<file path="config.mk">
export PLATFORM = sky130hd
export DESIGN_NAME = fp_add_ctrl
export DESIGN_NICKNAME = d
export VERILOG_FILES = /design/src/rtl/fpu_add_pkg.sv /design/src/rtl/fp_class.sv /design/src/rtl/fp_add_ctrl.sv
export SDC_FILE = /design/constraint.sdc
export NUM_CORES = 1
export LEC_CHECK = 0
export BUFFER_PORTS_ARGS = -buffer_cell sky130_fd_sc_hd__buf_2
export CAP_MARGIN = 20
export CORE_ASPECT_RATIO = 1.75
export CORE_UTILIZATION = 30
export CTS_CLUSTER_DIAMETER = 60
export DETAILED_ROUTE_END_ITERATION = 8
export PLACE_DENSITY_LB_ADDON = 0.08
export SLEW_MARGIN = 20
export SYNTH_ARGS = -nofsm -noshare
export SYNTH_HDL_FRONTEND = slang
export SYNTH_SLANG_ARGS = --single-unit
</file>
<file path="constraint.sdc">
create_clock -name clk -period 2 [get_ports clk]
set_input_delay 0.3 -clock clk [delete_from_list [all_inputs] [get_ports clk]]
set_output_delay 0.3 -clock clk [all_outputs]
set_load 0.05 [all_outputs]
</file>
<file path="src/rtl/fpu_add_pkg.sv">
// Shared definitions for the FP adder sequencing controller.
//   state_e           : controller FSM states
//   EXP_MAX           : biased exponent value that means overflow
//   FP_EXP_ONES/...   : IEEE-754 single field constants for NaN/Inf detection
//   *_DEFAULT         : default parameter values for fp_add_ctrl
package fpu_add_pkg;

  typedef enum logic [2:0] {
    StIdle,
    StAlign,
    StAdd,
    StNorm,
    StPack,
    StDone
  } state_e;

  localparam int EXP_MAX = 255;

  localparam logic [7:0]  FP_EXP_ONES = 8'hFF;
  localparam logic [22:0] FP_MAN_ZERO = 23'h0;

  localparam int unsigned SHIFT_SAT_DEFAULT = 56;
  localparam int unsigned NORM_MAX_DEFAULT  = 56;

endpackage

</file>
<file path="src/rtl/fp_class.sv">
// Combinational IEEE-754 single-precision classifier.
//   value  : 32-bit operand
//   is_nan : exponent all ones, mantissa non-zero
//   is_inf : exponent all ones, mantissa zero
//   sign   : sign bit
module fp_class
  import fpu_add_pkg::*;
(
  input  logic [31:0] value,
  output logic        is_nan,
  output logic        is_inf,
  output logic        sign
);

  logic [7:0]  exp_field;
  logic [22:0] man_field;

  always_comb begin
    exp_field = value[30:23];
    man_field = value[22:0];
    sign      = value[31];
    is_nan    = (exp_field == FP_EXP_ONES) && (man_field != FP_MAN_ZERO);
    is_inf    = (exp_field == FP_EXP_ONES) && (man_field == FP_MAN_ZERO);
  end

endmodule

</file>
<file path="src/rtl/fp_add_ctrl.sv">
// Sequencing controller for the multi-cycle FP adder datapath.
//   clk, rst                : clock, synchronous active-high reset
//   in_valid/in_ready       : operand handshake; in_a/in_b/in_sub classified on accept
//   dp_load                 : operands latched by datapath (accept cycle)
//   dp_align_en/add/norm/out: Moore stage enables for ALIGN/ADD/NORM/PACK
//   dp_sum_zero, norm_done  : datapath status, sampled in ADD / NORM
//   exp_result              : signed exponent after normalisation
//   *_flag, excessive_shift_left : registered on PACK entry, held through DONE
//   out_valid/out_ready     : result handshake
module fp_add_ctrl
  import fpu_add_pkg::*;
#(
  parameter int unsigned NORM_MAX  = NORM_MAX_DEFAULT,
  parameter int unsigned SHIFT_SAT = SHIFT_SAT_DEFAULT,
  parameter int unsigned EXP_W     = 10
) (
  input  logic                    clk,
  input  logic                    rst,
  input  logic                    in_valid,
  output logic                    in_ready,
  input  logic [31:0]             in_a,
  input  logic [31:0]             in_b,
  input  logic                    in_sub,
  output logic                    dp_load,
  output logic                    dp_align_en,
  output logic                    dp_add_en,
  output logic                    dp_norm_en,
  output logic                    dp_out_en,
  input  logic                    dp_sum_zero,
  input  logic                    norm_done,
  input  logic signed [EXP_W-1:0] exp_result,
  output logic                    overflow_flag,
  output logic                    underflow_flag,
  output logic                    invalid_flag,
  output logic [9:0]              excessive_shift_left,
  output logic                    out_valid,
  input  logic                    out_ready
);

  localparam int unsigned CntW = (NORM_MAX > 1) ? $clog2(NORM_MAX) : 1;

  state_e state_q, state_d;
  logic [CntW-1:0] cnt_q, cnt_d;
  logic ovf_q, ovf_d, unf_q, unf_d, inv_q, inv_d;
  logic [9:0] shift_q, shift_d;

  logic nan_a, inf_a, sign_a, nan_b, inf_b, sign_b;
  logic invalid, inf_any, accept;
  int   exp_int, shift_raw;
  logic [9:0] shift_sat;

  fp_class u_class_a (.value(in_a), .is_nan(nan_a), .is_inf(inf_a), .sign(sign_a));
  fp_class u_class_b (.value(in_b), .is_nan(nan_b), .is_inf(inf_b), .sign(sign_b));

  always_comb begin
    // Inf - Inf (effective subtraction of equal infinities) has no defined result.
    invalid = nan_a | nan_b | (inf_a & inf_b & (sign_a ^ sign_b ^ in_sub));
    inf_any = (inf_a | inf_b) & ~invalid;
    accept  = in_valid & in_ready;

    exp_int   = int'(exp_result);
    shift_raw = 1 - exp_int;
    shift_sat = (shift_raw > int'(SHIFT_SAT)) ? 10'(SHIFT_SAT) : 10'(shift_raw);
  end

  // State register
  always_ff @(posedge clk) begin
    if (rst) state_q <= StIdle;
    else     state_q <= state_d;
  end

  // Counter and flag registers
  always_ff @(posedge clk) begin
    if (rst) begin
      cnt_q   <= '0;
      ovf_q   <= 1'b0;
      unf_q   <= 1'b0;
      inv_q   <= 1'b0;
      shift_q <= '0;
    end else begin
      cnt_q   <= cnt_d;
      ovf_q   <= ovf_d;
      unf_q   <= unf_d;
      inv_q   <= inv_d;
      shift_q <= shift_d;
    end
  end

  // Next state, counter and flags
  always_comb begin
    state_d = state_q;
    cnt_d   = cnt_q;
    ovf_d   = ovf_q;
    unf_d   = unf_q;
    inv_d   = inv_q;
    shift_d = shift_q;
    unique case (state_q)
      StIdle: begin
        if (accept) begin
          if (invalid) begin
            state_d = StPack;
            inv_d   = 1'b1;
          end else if (inf_any) begin
            state_d = StPack;
            ovf_d   = 1'b1;
          end else begin
            state_d = StAlign;
          end
        end
      end
      StAlign: state_d = StAdd;
      StAdd: begin
        if (dp_sum_zero) begin
          state_d = StPack;
          unf_d   = 1'b1;
          shift_d = '0;
        end else begin
          state_d = StNorm;
          cnt_d   = '0;
        end
      end
      StNorm: begin
        if (norm_done) begin
          state_d = StPack;
          if (exp_int >= EXP_MAX) begin
            ovf_d = 1'b1;
          end else if (exp_int <= 0) begin
            unf_d   = 1'b1;
            shift_d = shift_sat;
          end
        end else if (cnt_q == CntW'(NORM_MAX - 1)) begin
          // Normalisation never found a leading one: force a zero result.
          state_d = StPack;
          unf_d   = 1'b1;
          shift_d = '0;
        end else begin
          cnt_d = cnt_q + CntW'(1);
        end
      end
      StPack: state_d = StDone;
      StDone: begin
        if (out_ready) begin
          state_d = StIdle;
          ovf_d   = 1'b0;
          unf_d   = 1'b0;
          inv_d   = 1'b0;
          shift_d = '0;
        end
      end
      default: state_d = StIdle;
    endcase
  end

  // Outputs; gated by rst so an aborted operation never signals completion.
  always_comb begin
    in_ready             = ~rst & (state_q == StIdle);
    dp_load              = in_valid & in_ready;
    dp_align_en          = ~rst & (state_q == StAlign);
    dp_add_en            = ~rst & (state_q == StAdd);
    dp_norm_en           = ~rst & (state_q == StNorm);
    dp_out_en            = ~rst & (state_q == StPack);
    out_valid            = ~rst & (state_q == StDone);
    overflow_flag        = ovf_q;
    underflow_flag       = unf_q;
    invalid_flag         = inv_q;
    excessive_shift_left = shift_q;
  end

endmodule

</file>
==> results of run 1 <==
==> registers in the layout, indices dropped and copies added (netlist names) <==
signal and flops:
excessive_shift_left 10, cnt_q 6, state_q 3, invalid_flag 1, overflow_flag 1, underflow_flag 1
==> cell usage in the layout, fill, tap and decap left out, drive strengths merged, types with 2 or more instances in the layout <==
cell	Yosys	layout
a21oi	7	7
o22ai	2	2
a22o	4	4
nor2b	3	3
nand2	7	7
o211ai	3	3
a31oi	3	3
a21o	4	4
ha	3	3
inv	7	7
o2bb2ai	3	3
nand2b	5	5
and2	5	5
a311oi	2	2
xor2	5	5
clkbuf	1	3
nand4	8	8
dfxtp	22	22
nor2	18	18
nand3	4	4
xnor2	4	4
o31ai	3	3
a211oi	3	3
o21ai	6	6
and4	3	3
nor4	15	15
nor3	13	13
buf	5	109
==> Yosys cell counts (all sizes together) (4+ instances only) <==
master,n,share of area
nor4,15,0.072
a22o,4,0.023
nand2,7,0.017
xnor2,4,0.023
xor2,5,0.029
buf,5,0.016
o21ai,6,0.022
and2,5,0.021
nor2,18,0.045
dfxtp,22,0.29
nand3,4,0.013
nor3,13,0.043
a21o,4,0.020
nand2b,5,0.022
a21oi,7,0.023
inv,7,0.017
nand4,8,0.033
==> worst min path at each step <==
stage / start / endpoint / slack (ns)
global route: out_ready / underflow_flag / 0.31
detailed placement: excessive_shift_left[7] / excessive_shift_left[7] / 0.45
floorplan: out_ready / underflow_flag / 0.42
CTS: out_ready / underflow_flag / 0.30
global placement: excessive_shift_left[9] / excessive_shift_left[9] / 0.44
finish: out_ready / underflow_flag / 0.31
==> critical path: cells and delay by family, from the launching register on <==
family / cells / cell delay (ns)
and+or+nand+nor: 2 / 0.35
DFF: 1 / 0.44
buffers and inverters: 2 / 0.46
==> per-layer routing <==
metal | up-vias | track usage | part of all wire | wire, µm
met5 | - | 0 | 0 | 0
met4 | 0 | 0.08542 | 0.019 | 89
met3 | 7 | 0.01628 | 0.041 | 195
met2 | 64 | 0.3715 | 0.56 | 2688
met1 | 822 | 0.1761 | 0.38 | 1825
li1 | 930 | - | - | -
==> power by group through the flow <==
stage / clock network, mW / registers, mW / logic [mW]
after CTS: 0.431 / 0.465 / 0.307
after detailed placement: 0 / 0.475 / 0.307
after global routing: 0.452 / 0.467 / 0.334
final: 0.424 / 0.465 / 0.306
after floorplan: 0 / 0.473 / 0.160
after global placement: 0 / 0.475 / 0.305
==> kinds of logic after synthesis <==
logic type | count (synthesis) | synth area share
simple gates | 88 | 0.3386
compound gates | 50 | 0.2554
flops | 22 | 0.2928
buf+inv | 13 | 0.03577
xor+xnor | 9 | 0.05241
fa+ha+maj | 3 | 0.02496
==> final cells by class <==
type / instances / area (µm²) / share of cell area
multi-input cells: 150 / 1027 / 0.4673
well taps: 52 / 65.06 / 0.02960
repair buffers: 109 / 568.0 / 0.2584
clock buffers: 3 / 41.29 / 0.01878
inverters: 7 / 26.28 / 0.01195
clock inverters: 1 / 30.03 / 0.01366
flip-flops and latches: 22 / 440.4 / 0.2003
==> results summary, run 1 <==
The flow ran to the end, and the final reports show no timing, DRC or antenna violations. The floorplan die height came out at 95.67 µm. The number of failing setup endpoints in the final timing report came out at 0. STA puts the critical path data required time at about 1.7 ns.

The post-detailed-route wirelength per cell is between 10 and 15 µm. For this run, the top clock speed supported by timing is approximately 0.55 GHz. In the routed layout, each cell is associated on average with a via count of 5.299. The stage delay of the slowest cell on the critical path came out at between 0.4 and 0.5 ns. The element type at the critical path start is a flop. The first-pass GRT wire length came out at around 7.6 mm. The number of hold buffers added after CTS was 0. The final cycle utilization of the critical path came out at 0.9083. After synthesis the netlist holds a flip-flop and latch count of 22. The clock transition at the register clock pins on the worst setup and hold paths after CTS came out at approximately 0.080 ns. At the worst endpoint, the arrival time is ~1.5 ns.

The finished layout holds roughly 340 standard cells, fillers aside. The number of enable-type register cells in the synthesized netlist is 0. The DRC violation count after routing is 0.

The residual antenna-violating net count after detailed routing came out at 0. Relative to the synthesized area, the layout overhead comes to 46.17%. In this run the tightest slew margin relative to its limit is 0.7278. The switching share of power came out at 0.2878. The number of instances in the synthesized netlist is between 150 and 200. Entering global routing, the biggest net connects 14 pins. The synthesized area per cell came out at 8.129 µm². The total power after layout is 1.194 mW. The instance count after placement with tap cells included is 340. Among all flip-flop cells after synthesis, the most frequent one is dfxtp_1. The clock period could shrink to 1.817 ns. The Yosys step of the flow raised 0 warnings.

Clock tree synthesis selected as its root buffer the cell clkbuf_8. The die width is around 56 µm. The initial antenna violation count came out at 0. The count of endpoints failing hold in the final timing report came out at 0. The endpoint identified for the worst register-to-register timing path is excessive_shift_left[1]. IR analysis of the VDD net gives a maximum drop of 454.7 µV. The count of antenna diodes in the layout is 0. In the final layout, the share of cells above drive strength 1 is 0.4349.

TritonCTS built the clock tree. around 100 I/O pins were placed. The fraction of registers with async set/reset came out at 0.

The proportion of power drawn by combinational gates came out at 0.256. The vias after detailed routing is 1823. The overall die area came out at approximately 5300 µm².

The sequential share of power is 0.389. The worst reg2reg path startpoint is cnt_q[0]. The minimum setup slack among reg-to-reg paths is ~0.31 ns.

The total routing resource utilization after global routing is 0.1806. For this design, the slowest cell found on the critical path is dfxtp_1. The area of the mapped netlist came out at roughly 1500 µm². The filler cell count in the final layout came out at 497. The final setup TNS is 0 ns. The H-tree depth came out at 1. At the pin with the least slew margin, the transition time is about 0.4 ns. The critical path start-end classification is flop to primary output. Following the worst setup path forward leads to its endpoint at dp_add_en.

The number of DRC markers after the initial detailed-route iteration came out at 41. The post-synth net total came out at roughly 270. The final critical-path setup slack is 0.1835 ns.

Between clock sinks in the finished design, the worst skew comes to 0.0006848 ns. The worst-case reg-to-reg path depth is 5. The number of buffers created by CTS came out at 3. The maximum count of clock buffers along a single path came out at 2. The cell area power density is about 540 nW/µm².

After detailed routing, the total wire length is around 4.8 mm. The cell area after layout came out at 2198 µm². The number of global-route vias before repair was 1757. The share of the Yosys chip area taken by registers is 0.2928. Once layout is complete, the utilization of the core stands at 0.4630.

The count of buffers added on input and output ports is 100. Final hold analysis gives a worst-case slack of between 0.3 and 0.4 ns. The initial utilization of the core area, before any placement, comes to 0.3167.

The post-cts repair resize count is 0. Across the run, the number of max-cap violations was 0. The worst setup path is captured at a primary output. The remaining global-route overflow is 0. The placed wire-length estimate came out at between 3 and 4 mm.

The clock insertion delay at the later pin of the skew report came out at 0.27 ns. The power spent charging and discharging nets is around 0.34 mW. The placement-stage cell area came out at 2127 µm². In this run the worst hold path is classified as input pin to flop. The highest net fanout along the worst path is 11. The synthesized netlist contains 54 unique library cells. The clock network fraction of design power came out at 0.355. Counting instances, the worst hold path has a depth of 2. The total number of clock tree sinks came out at 22. The standard-cell row count came out at 33. The internal power came out at approximately 0.85 mW. After clock tree synthesis, the setup repair step added 0 buffers.

Setup repair after global routing left no endpoint under its margin. The post-place setup slack is 0.1573 ns. The number of nets in the layout came out at between 300 and 400.

Walking the worst path, the cells encountered are nand2b_1 -> buf_4 -> nor3_1 -> buf_2. The total count of max-transition violations in the final report is 0. The total area inside the core boundary comes to between 4000 and 5000 µm².

Tracing the worst setup path back leads to its startpoint at state_q[2]. The congestion estimate from routability-driven global placement came to between 0.7 and 0.8. The static leakage power is about 1 nW.

For this run, the detailed router's first-pass iteration total came to 4.
Power figures use the tool's default switching activity.
==> run 2, diff against run 1 <==
--- a/config.mk
+++ b/config.mk
@@ -8,7 +8,7 @@
 export BUFFER_PORTS_ARGS = -buffer_cell sky130_fd_sc_hd__buf_2
 export CAP_MARGIN = 20
 export CORE_ASPECT_RATIO = 1.75
-export CORE_UTILIZATION = 30
+export CORE_UTILIZATION = 35
 export CTS_CLUSTER_DIAMETER = 60
 export DETAILED_ROUTE_END_ITERATION = 8
 export PLACE_DENSITY_LB_ADDON = 0.08
==> run 2 against run 1 <==
Compared with the run above: register-to-register slack better by 0.02 ns; die area is 14% lower; count of clock-buffer cells in the layout stayed put; fmax is 0.36% higher; routed wire length is 4.5% lower.
==> results summary, run 2 (synthesis gave the netlist of run 1 again) <==
Setup slack on the worst reg-to-reg path comes out at between 0.3 and 0.4 ns. The initial utilization of the core area, before any placement, comes to 0.3658. Timing would allow up to roughly 0.55 GHz.

The DRC violation count after routing is 0. The overall die area came out at approximately 4600 µm². The post-cts repair resize count came out at 0. The maximum count of clock buffers along a single path came out at 2. The worst hold path belongs to the class input pin to flop.

In the layout the commonest cells are buf_2, dfxtp_1, nor2_1. The element type at the critical path end is a primary output. The relative slew slack is 0.7335. The die width came out at slightly above 50 µm.

The placed wire-length estimate came out at 3.849 mm. The remaining global-route overflow is 0. The critical path in this run is classified as flop to primary output. At the pin with the least slew margin, the transition time is slightly below 0.4 ns.

Setup repair after global routing left no endpoint under its margin. The number of DRC markers after the initial detailed-route iteration is 27. Input and output buffers added on the ports amount to 100. The endpoint required time on the critical path is between 1.5 and 2 ns. The library cell used most frequently in the layout, excluding fill and tap cells, is buf_2. The floorplan die height is approximately 90 µm. After detailed routing, the average wire length per cell comes to 13.52 µm. The residual antenna-violating net count after detailed routing came out at 0. The run finished with clean final reports. The cell at the root of the clock tree is clkbuf_8. Pin placement for this block handled between 100 and 150 I/O pins.

The standard-cell row count is 31. The total power after layout came out at 1.183 mW. The number of vias per cell after detailed routing is 5.324. The total count of max-transition violations in the final report came out at 0. The max-cap violation count is 0. The routed wire length came out at around 4.6 mm. The total routing resource utilization after global routing came out at 0.2125. STA classifies the critical path startpoint as a flop. The number of hold buffers added after CTS was 0. The worst clock skew came out at ~0.0046 ns. The count of endpoints failing hold in the final timing report came to 0. The worst hold path cell count came out at 2. Of all nets on the critical path, the largest fanout is 11.

The H-tree depth came out at 1. The number of cells on the worst reg-to-reg path is 5. Setup violations remaining at the end of the flow were counted as 0. The number of buffers created by CTS is 3.

The placeable core region is between 4000 and 5000 µm². The total number of clock tree sinks is 22. The final cycle utilization of the critical path came out at 0.9050. The flip-flop count of the largest register after layout is 10. The count of antenna diodes in the layout is 0. STA puts the critical path data arrival time at roughly 1.5 ns. The first-pass GRT wire length is about 7.6 mm. The time the worst path needs with I/O delays and setup came out at around 1.8 ns. The number of nets in the layout came out at ~380. The initial antenna violation count came to 0. The first detailed-routing pass took 4 iterations. The number of global-route vias before repair is around 1.8k. IR analysis of the VDD net gives a maximum drop of roughly 430 µV. The vias after detailed routing is ~1.8k. The total setup buffers inserted after CTS came out at 0. The largest net degree at the start of global routing is 14. The area added between synthesis and finish is 44.93%. The later pin in the worst-skew pair is clocked with a latency of ~0.26 ns.

The clock transition at the register clock pins on the worst setup and hold paths after CTS came out at about 0.08 ns. The post-layout utilization of the core came out at 0.5301. Of the cells placed in the final design, the portion with a size suffix greater than 1 is 0.4310. TritonCTS built the clock tree.

The final weighted congestion in routability-driven placement is 0.8008. The cell area power density came out at approximately 540 nW/µm². Summed over all cells, the static leakage comes to 1.002 nW.
run 2: changes by cell type in the layout (fill, tap and decap cells not counted):
cell | before | now
buf_4 | 9 | 7
run 2: path summary, 6_finish.rpt:
| path | endpoint | startpoint |
|---|---|---|
| setup / recovery | dp_add_en | state_q[2] |
| hold / removal | underflow_flag | out_ready |
| setup reg to reg | excessive_shift_left[1] | cnt_q[0] |
| hold reg to reg | excessive_shift_left[6] | excessive_shift_left[6] |
run 2: worst max-delay path, stage by stage, from the launching register on:
cell	delay, ns
dfxtp_1	0.43
nand2b_1	0.24
buf_4	0.17
nor3_1	0.11
buf_2	0.28
run 2: report_power, final:
part | switching, mW | leakage [nW] | internal, mW
combinational | 0.167 | 0.789 | 0.134
clock | 0.151 | 0.0357 | 0.267
sequential | 0.0160 | 0.178 | 0.447
run 2: layout make-up:
type / count / area [µm²]
Multi-Input combinational cell: 150 / 1027
Clock inverter: 1 / 30.03
Inverter: 7 / 26.28
Clock buffer: 3 / 41.29
Timing Repair Buffer: 107 / 553.0
Tap cell: 49 / 61.31
Sequential cell: 22 / 440.4
Fill cell: 465 / 1932
run 2: per-stage QoR:
step                hold slack [ns]  instances  TNS [ns]  worst slack, ns  area, µm²
global route                 0.3135        339         0           0.1028       2180
global placement             0.4406        335         0           0.2241       2108
finish                       0.3060        339         0           0.1900       2180
CTS                          0.3051        339         0           0.1855       2180
floorplan                    0.4161        185   -0.1218         -0.06090       1521
detailed placement           0.4465        335         0           0.1620       2108
run 2: routing by layer:
metal | vias to the layer above | wire (µm) | GRT usage
met5 | - | 0 | 0
met4 | 0 | 62 | 0.08600
met3 | 6 | 180 | 0.01890
met2 | 54 | 2498 | 0.4132
met1 | 820 | 1841 | 0.2247
li1 | 925 | - | -
